`src/rtl/ireg_pkg.sv`:
```
// Shared types and helpers for the per-channel skew/delay pipeline.
package ireg_pkg;

  // Widest per-channel payload a stage record can carry.
  localparam int unsigned MaxWidth = 32;

  // One pipeline stage: token valid, sign bit and magnitude/temporal payload.
  typedef struct packed {
    logic                valid;
    logic                sign;
    logic [MaxWidth-1:0] dff;
  } stage_t;

  // Width of a delay register able to hold the values 0..depth.
  function automatic int unsigned calc_dw(input int unsigned depth);
    return $clog2(depth + 1);
  endfunction

  // Clamp a requested delay into the usable range 1..depth.
  function automatic int unsigned sat_delay(input int unsigned raw, input int unsigned depth);
    if (raw == 0) begin
      return 1;
    end else if (raw > depth) begin
      return depth;
    end else begin
      return raw;
    end
  endfunction

endpackage

```
`src/rtl/ireg_chan_delay.sv`:
```
// Single-channel programmable delay line: stage array, delay register,
// output tap mux and a local "any token in the active window" flag.
module ireg_chan_delay
  import ireg_pkg::*;
#(
  parameter int unsigned Width = 1,
  parameter int unsigned Depth = 8,
  parameter int unsigned Dw    = calc_dw(Depth)
) (
  input  logic             clk_i,
  input  logic             rst_i,
  input  logic             en_i,
  input  logic             clr_i,
  input  logic             cfg_load_i,
  input  logic [Dw-1:0]    cfg_delay_i,
  input  logic             valid_i,
  input  logic             sign_i,
  input  logic [Width-1:0] dff_i,
  output logic             valid_o,
  output logic             sign_o,
  output logic [Width-1:0] dff_o,
  output logic             any_valid_o
);

  stage_t        stage_q [Depth];
  stage_t        stage_d [Depth];
  logic [Dw-1:0] dly_q, dly_d;
  logic [Dw-1:0] eff_d;
  logic [Dw-1:0] sel_idx;
  stage_t        sel;
  logic          unused_sel;

  // Next-state for the stage array: flush on clear/load, else shift when enabled.
  always_comb begin
    for (int unsigned i = 0; i < Depth; i++) begin
      stage_d[i] = stage_q[i];
    end
    if (clr_i || cfg_load_i) begin
      // Input presented alongside a flush is dropped as well.
      for (int unsigned i = 0; i < Depth; i++) begin
        stage_d[i] = '0;
      end
    end else if (en_i) begin
      stage_d[0]                = '0;
      stage_d[0].valid          = valid_i;
      stage_d[0].sign           = valid_i & sign_i;
      stage_d[0].dff[Width-1:0] = valid_i ? dff_i : '0;
      for (int unsigned i = 1; i < Depth; i++) begin
        stage_d[i] = stage_q[i-1];
      end
    end
  end

  // Next-state for the delay register; only cfg_load changes it.
  always_comb begin
    dly_d = dly_q;
    if (cfg_load_i) begin
      dly_d = cfg_delay_i;
    end
  end

  // State registers with synchronous reset; delay comes out of reset as 1.
  always_ff @(posedge clk_i) begin
    if (rst_i) begin
      for (int unsigned i = 0; i < Depth; i++) begin
        stage_q[i] <= '0;
      end
      dly_q <= Dw'(1);
    end else begin
      for (int unsigned i = 0; i < Depth; i++) begin
        stage_q[i] <= stage_d[i];
      end
      dly_q <= dly_d;
    end
  end

  // Effective delay, output tap selection and active-window occupancy.
  always_comb begin
    eff_d       = Dw'(sat_delay(int'(dly_q), Depth));
    sel_idx     = eff_d - Dw'(1);
    sel         = '0;
    any_valid_o = 1'b0;
    for (int unsigned i = 0; i < Depth; i++) begin
      if (Dw'(i) == sel_idx) begin
        sel = stage_q[i];
      end
      // Stages past the tap may hold stale tokens; they must not count.
      if (Dw'(i) < eff_d) begin
        any_valid_o = any_valid_o | stage_q[i].valid;
      end
    end
  end

  assign valid_o    = sel.valid;
  assign sign_o     = sel.sign;
  assign dff_o      = sel.dff[Width-1:0];
  assign unused_sel = ^sel;

endmodule

```
`src/rtl/ireg_skew_pipe.sv`:
```
// Multi-channel skew pipeline: CH independent programmable delay lines
// plus a global "nothing in flight" indicator.
module ireg_skew_pipe
  import ireg_pkg::*;
#(
  parameter int unsigned WIDTH = 1,
  parameter int unsigned CH    = 4,
  parameter int unsigned DEPTH = 8,
  localparam int unsigned DW   = calc_dw(DEPTH)
) (
  input  logic                clk,
  input  logic                rst,
  input  logic                en,
  input  logic                clr,
  input  logic                cfg_load,
  input  logic [CH*DW-1:0]    cfg_delay,
  input  logic [CH-1:0]       i_valid,
  input  logic [CH-1:0]       i_data_sign,
  input  logic [CH*WIDTH-1:0] i_data_dff,
  output logic [CH-1:0]       o_valid,
  output logic [CH-1:0]       o_data_sign,
  output logic [CH*WIDTH-1:0] o_data_dff,
  output logic                o_empty
);

  logic [CH-1:0] any_valid;

  for (genvar c = 0; c < CH; c++) begin : g_chan
    ireg_chan_delay #(
      .Width (WIDTH),
      .Depth (DEPTH),
      .Dw    (DW)
    ) u_chan (
      .clk_i       (clk),
      .rst_i       (rst),
      .en_i        (en),
      .clr_i       (clr),
      .cfg_load_i  (cfg_load),
      .cfg_delay_i (cfg_delay[c*DW +: DW]),
      .valid_i     (i_valid[c]),
      .sign_i      (i_data_sign[c]),
      .dff_i       (i_data_dff[c*WIDTH +: WIDTH]),
      .valid_o     (o_valid[c]),
      .sign_o      (o_data_sign[c]),
      .dff_o       (o_data_dff[c*WIDTH +: WIDTH]),
      .any_valid_o (any_valid[c])
    );
  end

  assign o_empty = ~|any_valid;

endmodule
```
`config.mk`:
```
export PLATFORM = sky130hd
export DESIGN_NAME = ireg_skew_pipe
export DESIGN_NICKNAME = d
export VERILOG_FILES = /design/src/rtl/ireg_pkg.sv /design/src/rtl/ireg_chan_delay.sv /design/src/rtl/ireg_skew_pipe.sv
export SDC_FILE = /design/constraint.sdc
export NUM_CORES = 1
export LEC_CHECK = 0
export BUFFER_PORTS_ARGS = -buffer_cell sky130_fd_sc_hd__buf_2
export CAP_MARGIN = 10
export CORE_MARGIN = 2
export CORE_UTILIZATION = 60
export DETAILED_ROUTE_END_ITERATION = 6
export HOLD_SLACK_MARGIN = 0.15
export PLACE_DENSITY = 0.91
export SYNTH_ARGS = -nofsm -noshare
export SYNTH_HDL_FRONTEND = slang
export SYNTH_SLANG_ARGS = --single-unit
```
`constraint.sdc`:
```
create_clock -name clk -period 6.7 [get_ports clk]
set_input_delay 0.67 -clock clk [delete_from_list [all_inputs] [get_ports clk]]
set_output_delay 0.67 -clock clk [all_outputs]
set_load 0.03 [all_outputs]
```
==> flow_metrics.py, run 1 <==
metrics = {
    "status": {
        "outcome": "complete, no violations",
    },
    "clock_network": {
        "cts_resized": 0,
        "clock_sinks": 112,
        "cts_setup_buffers": 0,
        "clock_latency_ns": 0.37,
        "cts_buffers": 9,
        "root_buffer": "clkbuf_8",
        "tritoncts": "done",
        "htreeDepth": 3,
        "hold_buffers": 0,
        "clk_pin_slew_ns": 0.10,
        "clk_path_buf_depth": 2,
    },
    "sta": {
        "min_period_over_period_pct": 54.9,
        "setup_viol": 0,
        "worstMarginPinSlew_ns": 0.951,
        "fmax_mhz": 272,
        "slew_viol_final": 0,
        "grt_setup_unrepaired": "false",
        "finalClockSkew_ns": 0.0151,
        "min_period_ns": 3.68,
        "relSlewSlack_pct": 36.6,
        "fin_tns_setup_ns": 0,
        "hold_viol": 0,
    },
    "floorplan": {
        "core_area_sq_um": 9110,
        "placementRows": 35,
        "die_h_um": 100,
        "initial_core_util_pct": 61.0,
        "ios": 46,
        "fp.dieW_um": 100,
        "die-area_sq_um": 10100,
    },
    "synthesis": {
        "synth_seq_cells": 112,
        "synth_edf_count": 0,
        "ys_seq_area_share_pct": 40.3,
        "synth_ff_type": "dfxtp_1",
        "synth_cell_type_count": 56,
        "synthArstFlopShare_pct": 0,
        "syn_area_per_cell_sq_um": 8.77,
        "netlist.top_cell.by_area": "dfxtp_1",
        "yosysTopAreaCellShare_pct": 40.3,
        "syn_nets": 670,
        "synth_cells": 634,
        "synth.most_common_cell": "nor2_1",
        "synth.area.top_cells": "dfxtp_1 (40%), mux2i_1 (20%), nor2_1 (8.2%), a21oi_1 (3.7%), nand2b_1 (2.8%)",
        "syn_area_sq_um": 5560,
        "synthTopCellsByCount": "nor2_1 (122), dfxtp_1 (112), mux2i_1 (109)",
        "yosys_warnings": 0,
    },
    "critical_path": {
        "crit_path_max_incr_delay_ns": 0.65,
        "rr_endpoint": "g_chan[2].u_chan.dly_q[1]",
        "r2r_cells": 2,
        "cp-end-kind": "output pin",
        "worstPathCellList": "nand2b_1 -> o21ba_2 -> inv_2 -> ha_1 -> mux2i_1 -> a22oi_1 -> a21oi_1 -> o32ai_1 -> buf_2",
        "crit_required_ns": 6.03,
        "path_class": "flop to output pin",
        "crit_arrival_ns": 3.01,
        "critPathLaunch": "g_chan[1].u_chan.dly_q[1]",
        "endpoint": "o_valid[1]",
        "crit_path_start_kind": "flop",
        "r2r_setup_slack_ns": 5.64,
        "path_max_fanout": 17,
        "timing.rr.start": "g_chan[2].u_chan.dly_q[1]",
        "slowest_stage": "dfxtp_1",
    },
    "route": {
        "antenna_left": 0,
        "drt_iter0_markers": 194,
        "wl_um": 11100,
        "viasPerCell": 5.94,
        "first_pass_iters": 4,
        "num_vias": 4436,
        "wl_per_cell_um": 14.9,
        "post-route-drc-count": 0,
    },
    "worst_hold_path": {
        "holdCritPathClass": "flop to flop",
        "whs_path_depth": 2,
    },
    "run": {
        "cap_viol_max_count": 0,
    },
    "finish": {
        "fin_util_pct": 64.0,
        "layout-drive-gt1-share_pct": 11.9,
        "antenna-diode-count": 0,
        "nets": 667,
        "area_delta_synth_final_pct": 4.82,
    },
    "global_route": {
        "grt_pass1_vias": 4194,
        "grt.busiest_layer": "met2",
        "use_met3_pct": 5.50,
        "antenna_found_initial": 0,
        "grt_pass1_wl_um": 18700,
        "grtUsageMet1_pct": 29.9,
        "track_usage_pct": 22.9,
        "grt_max_degree": 97,
        "grt_use_met2_pct": 37.0,
        "overflow": 0,
    },
    "pwr": {
        "ir_drop_v": 0.000221,
        "intPower_uw": 923,
        "total_power_uw": 1260,
        "p_per_area_nw_per_um2": 216,
        "switching_share_pct": 26.6,
        "power_frac_comb_pct": 12.8,
        "clockPowerShare_pct": 31.9,
        "seq_power_share_pct": 55.3,
        "p_leak_uw": 0.00232,
        "switchingPower_uw": 334,
    },
    "placement": {
        "io_buffers": 45,
        "dp_hpwl_um": 7390,
        "gp_congestion": 0.928,
    },
}
[cells in the final DEF, fill, tap and decap left out, types with 8 or more instances in the layout]
cell        n
nand2b_1   25
clkbuf_8   10
nor2_1    122
buf_2      44
a21oi_1    41
nand2_1    17
inv_1       8
mux2i_1   109
o21ai_0    24
nor2b_1    12
dfxtp_1   112
nand3_1    15
[how the worst min path moves through the flow]
stage / end / slack [ns] / start
after floorplan: g_chan[3].u_chan.stage_q[0][0] / 0.46 / g_chan[3].u_chan.stage_q[0][0]
after global placement: g_chan[1].u_chan.stage_q[0][32] / 0.47 / g_chan[1].u_chan.stage_q[0][32]
after detailed placement: g_chan[1].u_chan.stage_q[0][32] / 0.48 / g_chan[1].u_chan.stage_q[0][32]
after CTS: g_chan[1].u_chan.dly_q[0] / 0.49 / cfg_delay[4]
after global routing: g_chan[1].u_chan.dly_q[0] / 0.50 / cfg_delay[4]
final: g_chan[1].u_chan.stage_q[0][32] / 0.50 / g_chan[1].u_chan.stage_q[0][32]
[power by group through the flow]
stage / clock, uW / combinational (uW) / sequential (uW)
2_1_floorplan: 0 / 156 / 692
3_3_place_gp: 0 / 156 / 710
3_5_place_dp: 0 / 160 / 710
4_1_cts: 411 / 161 / 695
5_1_grt: 427 / 176 / 698
6_report: 401 / 161 / 695
[critical path: cells and delay by family (launching register included)]
kind	cells	cell delay, ns
muxes	1	0.13
adders and majority gates	1	0.47
DFF	1	0.65
buffers and inverters	2	0.32
and+or+nand+nor	1	0.29
AOI/OAI and AO/OA	4	0.77
[per-layer routing]
layer / wire (um) / vias up
li1: - / 2195
met1: 5160 / 2114
met2: 5210 / 115
met3: 596 / 12
met4: 137 / 0
met5: 0 / -
[registers in the layout, indices dropped and copies added, names as in the netlist]
name and flops:
g_chan.u_chan.dly_q 16, g_chan.u_chan.stage_q 96
[stage by stage]
step | worst slack (ns) | hold slack [ns] | instances | area [sq um]
after detailed placement | 3.44 | 0.480 | 731 | 5630
after global routing | 2.80 | 0.496 | 747 | 5830
after global placement | 3.56 | 0.473 | 731 | 5630
after floorplan | 3.95 | 0.459 | 634 | 5560
final | 3.02 | 0.497 | 747 | 5830
after CTS | 3.02 | 0.487 | 747 | 5830
[cells by family (layout without fill, tap and decap cells)]
family,after synthesis,in the layout,share of synthesized area (%)
flops,112,112,40.3
fa+ha+maj,4,4,0.878
buf+inv,70,72,6.21
compound gates,117,117,13.6
mux,111,111,20.4
simple gates,220,220,18.5
[layout make-up]
cell class,count,area (sq um)
Fill cell,761,3280
Multi-Input combinational cell,452,2970
Sequential cell,112,2240
Timing Repair Buffer,47,243
Clock buffer,12,145
Tap cell,111,139
Clock inverter,4,51.3
Inverter,9,33.8
No activity file was read; power rests on OpenSTA's default activity.
==> run 2: changes to the inputs <==
==> constraint.sdc (replaced) <==
create_clock -name clk -period 3.6 [get_ports clk]
set_input_delay 0.36 -clock clk [delete_from_list [all_inputs] [get_ports clk]]
set_output_delay 0.36 -clock clk [all_outputs]
set_load 0.03 [all_outputs]
==> flow_metrics.py, run 2 (same netlist as run 1, synthesis figures left out) <==
metrics = {
    "status": {
        "outcome": "complete, no violations",
    },
    "global_route": {
        "grt_pass1_wl_um": 19100,
        "overflow": 0,
        "grt_pass1_vias": 4053,
        "track_usage_pct": 23.1,
        "grt_max_degree": 53,
        "antenna_found_initial": 0,
    },
    "pwr": {
        "p_per_area_nw_per_um2": 397,
        "p_leak_uw": 0.00235,
        "clockPowerShare_pct": 31.3,
        "ir_drop_v": 0.000303,
        "seq_power_share_pct": 55.2,
        "switchingPower_uw": 680,
        "switching_share_pct": 29.2,
        "power_frac_comb_pct": 13.5,
        "total_power_uw": 2330,
        "intPower_uw": 1650,
    },
    "finish": {
        "fin_util_pct": 64.4,
        "reg_top3": "g_chan.u_chan.stage_q: 96 flops, g_chan.u_chan.dly_q: 16 flops",
        "mostFrequentLayoutCells": "nor2_1 (122), dfxtp_1 (111), mux2i_1 (109), buf_2 (44), a21oi_1 (41)",
        "largest_reg_flops": 96,
        "antenna-diode-count": 0,
        "nets": 672,
        "layout-drive-gt1-share_pct": 13.1,
        "num-fill-cells": 742,
        "final_common_cell": "nor2_1",
        "design_area_sq_um": 5870,
        "area_delta_synth_final_pct": 5.56,
        "top_register": "g_chan.u_chan.stage_q",
    },
    "run": {
        "cap_viol_max_count": 0,
    },
    "floorplan": {
        "ios": 46,
        "core_area_sq_um": 9110,
        "initial_core_util_pct": 61.0,
        "fp.dieW_um": 100,
        "die-area_sq_um": 10100,
        "die_h_um": 100,
        "placementRows": 35,
    },
    "clock_network": {
        "cts_buffers": 9,
        "cts_resized": 0,
        "tritoncts": "done",
        "clock_sinks": 112,
        "root_buffer": "clkbuf_8",
        "htreeDepth": 3,
        "cts_setup_buffers": 0,
        "clk_path_buf_depth": 2,
        "clock_latency_ns": 0.38,
        "clk_pin_slew_ns": 0.11,
        "hold_buffers": 0,
    },
    "sta": {
        "slew_viol_final": 0,
        "hold_viol": 0,
        "worstMarginPinSlew_ns": 0.863,
        "min_period_ns": 3.27,
        "finalClockSkew_ns": 0.00925,
        "fin_tns_setup_ns": 0,
        "fmax_mhz": 306,
        "relSlewSlack_pct": 42.5,
        "setup_viol": 0,
        "min_period_over_period_pct": 90.8,
        "whs_ns": 0.188,
        "grt_setup_unrepaired": "false",
    },
    "worst_hold_path": {
        "min_from": "cfg_delay[12]",
        "holdCritPathClass": "input port to flop",
        "whs_path_depth": 2,
    },
    "placement": {
        "gp_congestion": 0.897,
        "postPlaceCellArea_sq_um": 5670,
        "io_buffers": 45,
        "dp_hpwl_um": 7620,
    },
    "route": {
        "antenna_left": 0,
        "wl_um": 11300,
        "post-route-drc-count": 0,
        "wl_per_cell_um": 15.1,
        "viasPerCell": 5.94,
        "num_vias": 4470,
        "drt_iter0_markers": 224,
        "first_pass_iters": 5,
    },
    "critical_path": {
        "crit_required_ns": 3.24,
        "crit_path_start_kind": "flop",
        "path_max_fanout": 17,
        "r2r_cells": 2,
        "critPathLaunch": "g_chan[1].u_chan.dly_q[1]",
        "r2r_setup_slack_ns": 2.57,
        "path_class": "flop to output pin",
        "cp-end-kind": "output pin",
        "timing.rr.start": "g_chan[0].u_chan.dly_q[0]",
        "crit_arrival_ns": 2.91,
    },
}
## run 2: changes by cell type in the layout (fill, tap and decap cells not counted)
cell,change
clkbuf_1,-2
clkinv_4,+1
buf_4,+5
inv_6,+2
bufinv_16,-1
clkinv_8,+2
dfxtp_2,+1
dfxtp_1,-1
clkinv_2,-1
clkbuf_8,-1
## run 2: worst max-delay path, cell delays in order, from the launching register on
cell	delay [ns]
dfxtp_2	0.51
nand2b_1	0.26
o21ba_2	0.22
inv_2	0.07
ha_1	0.50
mux2i_1	0.14
a22oi_1	0.20
a21oi_1	0.09
o32ai_1	0.28
buf_2	0.26
## run 2: cell type report
class / instances / area, sq um / area share, %
inverter: 9 / 33.8 / 0.576
clock inverter: 7 / 75.1 / 1.28
timing repair buffer: 52 / 280 / 4.78
clock buffer: 9 / 124 / 2.11
sequential: 112 / 2240 / 38.2
multi-input combinational: 452 / 2970 / 50.7
tap: 111 / 139 / 2.37
## run 2: path summary, 6_finish.rpt
| path | to |
|---|---|
| setup reg to reg | g_chan[0].u_chan.dly_q[0] |
| hold reg to reg | g_chan[0].u_chan.stage_q[0][32] |
| hold / removal | g_chan[3].u_chan.dly_q[0] |
| setup / recovery | o_valid[1] |
## run 2: routing by layer
metal	vias to the layer above	part of all wire, %	global-route usage (%)
met3	16	5.5	5.08
met1	2109	45	31.5
met2	133	48	37.4
met5	-	0	0
li1	2212	-	-
met4	0	1.2	6.01
## run 2: per-stage QoR
step / worst slack (ns) / cells
finish: 0.333 / 752
global route: 0.163 / 752
CTS: 0.188 / 752
detailed placement: 0.677 / 736
global placement: 0.769 / 736
floorplan: 1.16 / 634
## run 2: power groups by stage
stage                     Clock [uW]  Combinational, uW  Sequential, uW
after floorplan                    0                290            1290
after global placement             0                304            1310
after detailed placement           0                312            1310
after CTS                        749                315            1290
after global routing             793                341            1290
final                            729                315            1290
==> run 3: changes to the inputs <==
--- a/config.mk
+++ b/config.mk
@@ -8,10 +8,11 @@
 export BUFFER_PORTS_ARGS = -buffer_cell sky130_fd_sc_hd__buf_2
 export CAP_MARGIN = 10
 export CORE_MARGIN = 2
-export CORE_UTILIZATION = 60
+export CORE_UTILIZATION = 50
 export DETAILED_ROUTE_END_ITERATION = 6
+export GPL_TIMING_DRIVEN = 0
 export HOLD_SLACK_MARGIN = 0.15
-export PLACE_DENSITY = 0.91
+export PLACE_DENSITY = 0.8
 export SYNTH_ARGS = -nofsm -noshare
 export SYNTH_HDL_FRONTEND = slang
 export SYNTH_SLANG_ARGS = --single-unit
==> constraint.sdc (replaced) <==
create_clock -name clk -period 3.6 [get_ports clk]
set_input_delay 1.08 -clock clk [delete_from_list [all_inputs] [get_ports clk]]
set_output_delay 1.08 -clock clk [all_outputs]
set_load 0.03 [all_outputs]
==> flow_metrics.py, run 3 (same netlist as run 1, synthesis figures left out) <==
metrics = {
    "sta": {
        "finalClockSkew_ns": 0.0136,
        "grt_setup_unrepaired": "true",
        "fmax_mhz": 281,
        "whs_ns": 0.499,
        "setup_viol": 0,
        "hold_viol": 0,
        "setup_ws_ns": 0.0452,
        "slew_viol_final": 0,
        "min_period_ns": 3.55,
        "min_period_over_period_pct": 98.7,
        "worstMarginPinSlew_ns": 0.857,
        "relSlewSlack_pct": 42.9,
    },
    "clock_network": {
        "cts_buffers": 9,
        "clock_latency_ns": 0.39,
        "clk_path_buf_depth": 2,
        "tritoncts": "done",
        "clock_sinks": 112,
        "htreeDepth": 3,
        "clk_pin_slew_ns": 0.11,
        "root_buffer": "clkbuf_8",
    },
    "critical_path": {
        "crit_buf_inv": 1,
        "cp-end-kind": "output pin",
        "slowest_stage": "nor4_1",
        "path_max_fanout": 6,
        "crit_required_ns": 2.52,
        "worstPathCellList": "nand2b_4 -> o21ai_4 -> ha_1 -> nor2b_1 -> nor4_1 -> o22ai_1 -> nor4_2 -> buf_2",
        "critPathTopFamily": "simple AND/OR/NAND/NOR gates",
        "crit_arrival_ns": 2.47,
        "crit_path_start_kind": "flop",
        "crit_path_max_incr_delay_ns": 0.42,
        "path_class": "flop to output pin",
    },
    "placement": {
        "io_buffers": 43,
        "dp_cells": 817,
        "gp_congestion": 0.961,
        "pre_cts_slack_ns": -0.119,
        "dp_hpwl_um": 9990,
    },
    "global_route": {
        "overflow": 0,
        "track_usage_pct": 24.4,
        "grt_pass1_wl_um": 22800,
        "grt_pass1_vias": 4541,
        "grt_max_degree": 20,
        "antenna_found_initial": 0,
    },
    "floorplan": {
        "die-area_sq_um": 12000,
        "initial_core_util_pct": 51.3,
        "ios": 46,
        "die_h_um": 109,
        "core_area_sq_um": 10800,
        "placementRows": 38,
        "fp.dieW_um": 109,
    },
    "finish": {
        "multiInputGateArea_sq_um": 3070,
        "layout-drive-gt1-share_pct": 20.5,
        "area_delta_synth_final_pct": 15.4,
        "antenna-diode-count": 0,
        "fin_util_pct": 59.2,
        "top_register": "g_chan.u_chan.stage_q",
        "num-fill-cells": 944,
        "finalNonFillerCells": 843,
        "nets": 734,
        "final_common_cell": "nor2_1",
        "reg_top3": "g_chan.u_chan.stage_q: 96 flops, g_chan.u_chan.dly_q: 16 flops",
        "seqCellArea_sq_um": 2260,
        "mostFrequentLayoutCells": "nor2_1 (122), mux2i_1 (109), dfxtp_1 (104), buf_2 (58), a21oi_1 (41)",
        "largest_reg_flops": 96,
    },
    "pwr": {
        "switchingPower_uw": 711,
        "intPower_uw": 1840,
        "p_leak_uw": 0.00261,
        "seq_power_share_pct": 49.7,
        "switching_share_pct": 27.9,
        "p_per_area_nw_per_um2": 397,
        "total_power_uw": 2550,
        "clockPowerShare_pct": 33.2,
        "ir_drop_v": 0.000256,
        "power_frac_comb_pct": 17.1,
    },
    "worst_hold_path": {
        "holdCritPathClass": "flop to flop",
    },
    "route": {
        "antenna_left": 0,
        "wl_per_cell_um": 17.2,
        "num_vias": 4867,
        "drt_iter0_markers": 347,
        "viasPerCell": 5.77,
        "first_pass_iters": 5,
        "wl_um": 14500,
        "post-route-drc-count": 0,
    },
    "status": {
        "outcome": "complete, no violations",
    },
    "run": {
        "cap_viol_max_count": 0,
    },
}
## run 3: changes by cell type in the layout (fill, tap and decap cells not counted), moves of 3 or more
cell,delta
dfxtp_2,+4
dfxtp_4,+3
buf_4,+21
buf_2,+14
buf_6,+5
nand2b_1,-3
dfxtp_1,-7
clkbuf_1,+18
## run 3: area by class of cell
class                   count  share of cell area, %
clock buffers               9                   1.93
well taps                 140                   2.73
flip-flops and latches    112                   35.2
repair buffers             56                   5.03
clock inverters             7                   1.56
plain buffers              58                   5.19
inverters                   9                  0.565
multi-input cells         452                   47.8
## run 3: path summary, 6_finish.rpt
check | start | to | slack [ns] | cells after the start
max reg2reg | g_chan[1].u_chan.dly_q[1] | g_chan[1].u_chan.dly_q[1] | 2.30 | 5
min reg2reg | g_chan[0].u_chan.stage_q[0][32] | g_chan[0].u_chan.stage_q[0][32] | 0.50 | 2
max | g_chan[2].u_chan.dly_q[0] | o_empty | 0.05 | 8
min | g_chan[0].u_chan.stage_q[0][32] | g_chan[0].u_chan.stage_q[0][32] | 0.50 | 2
## run 3: timing repair
action | in CTS | in global routing
hold buffers | 0 | 0
setup endpoints to repair | 8 | 7
hold endpoints to repair | 0 | 0
buffers inserted | 8 | 5
pin swaps | 6 | 8
gates resized for setup | 32 | 25
## run 3: power by group through the flow
stage	Clock (uW)	Sequential (uW)	Combinational (uW)
2_1_floorplan	0	1290	290
3_3_place_gp	0	1290	381
3_5_place_dp	0	1290	387
4_1_cts	859	1270	417
5_1_grt	903	1270	467
6_report	846	1270	436
## run 3: worst min-delay path, stage by stage, from the launching register on
cell,delay (ns)
dfxtp_1,0.34
nand2b_1,0.07
a21oi_1,0.05
## run 3: metal layers
| layer | wire (um) | track usage [%] | part of all wire [%] | vias up |
|---|---|---|---|---|
| met5 | 0 | 0 | 0 | - |
| met1 | 6510 | 32.6 | 45 | 2342 |
| li1 | - | - | - | 2328 |
| met2 | 6880 | 39.4 | 47 | 178 |
| met4 | 199 | 5.97 | 1.4 | 0 |
| met3 | 941 | 6.58 | 6.5 | 19 |
## run 3: per-stage QoR
stage	setup TNS, ns	area [sq um]
CTS	0	6330
finish	0	6420
detailed placement	-0.297	5950
floorplan	0	5560
global placement	-0.199	5950
global route	-0.158	6420
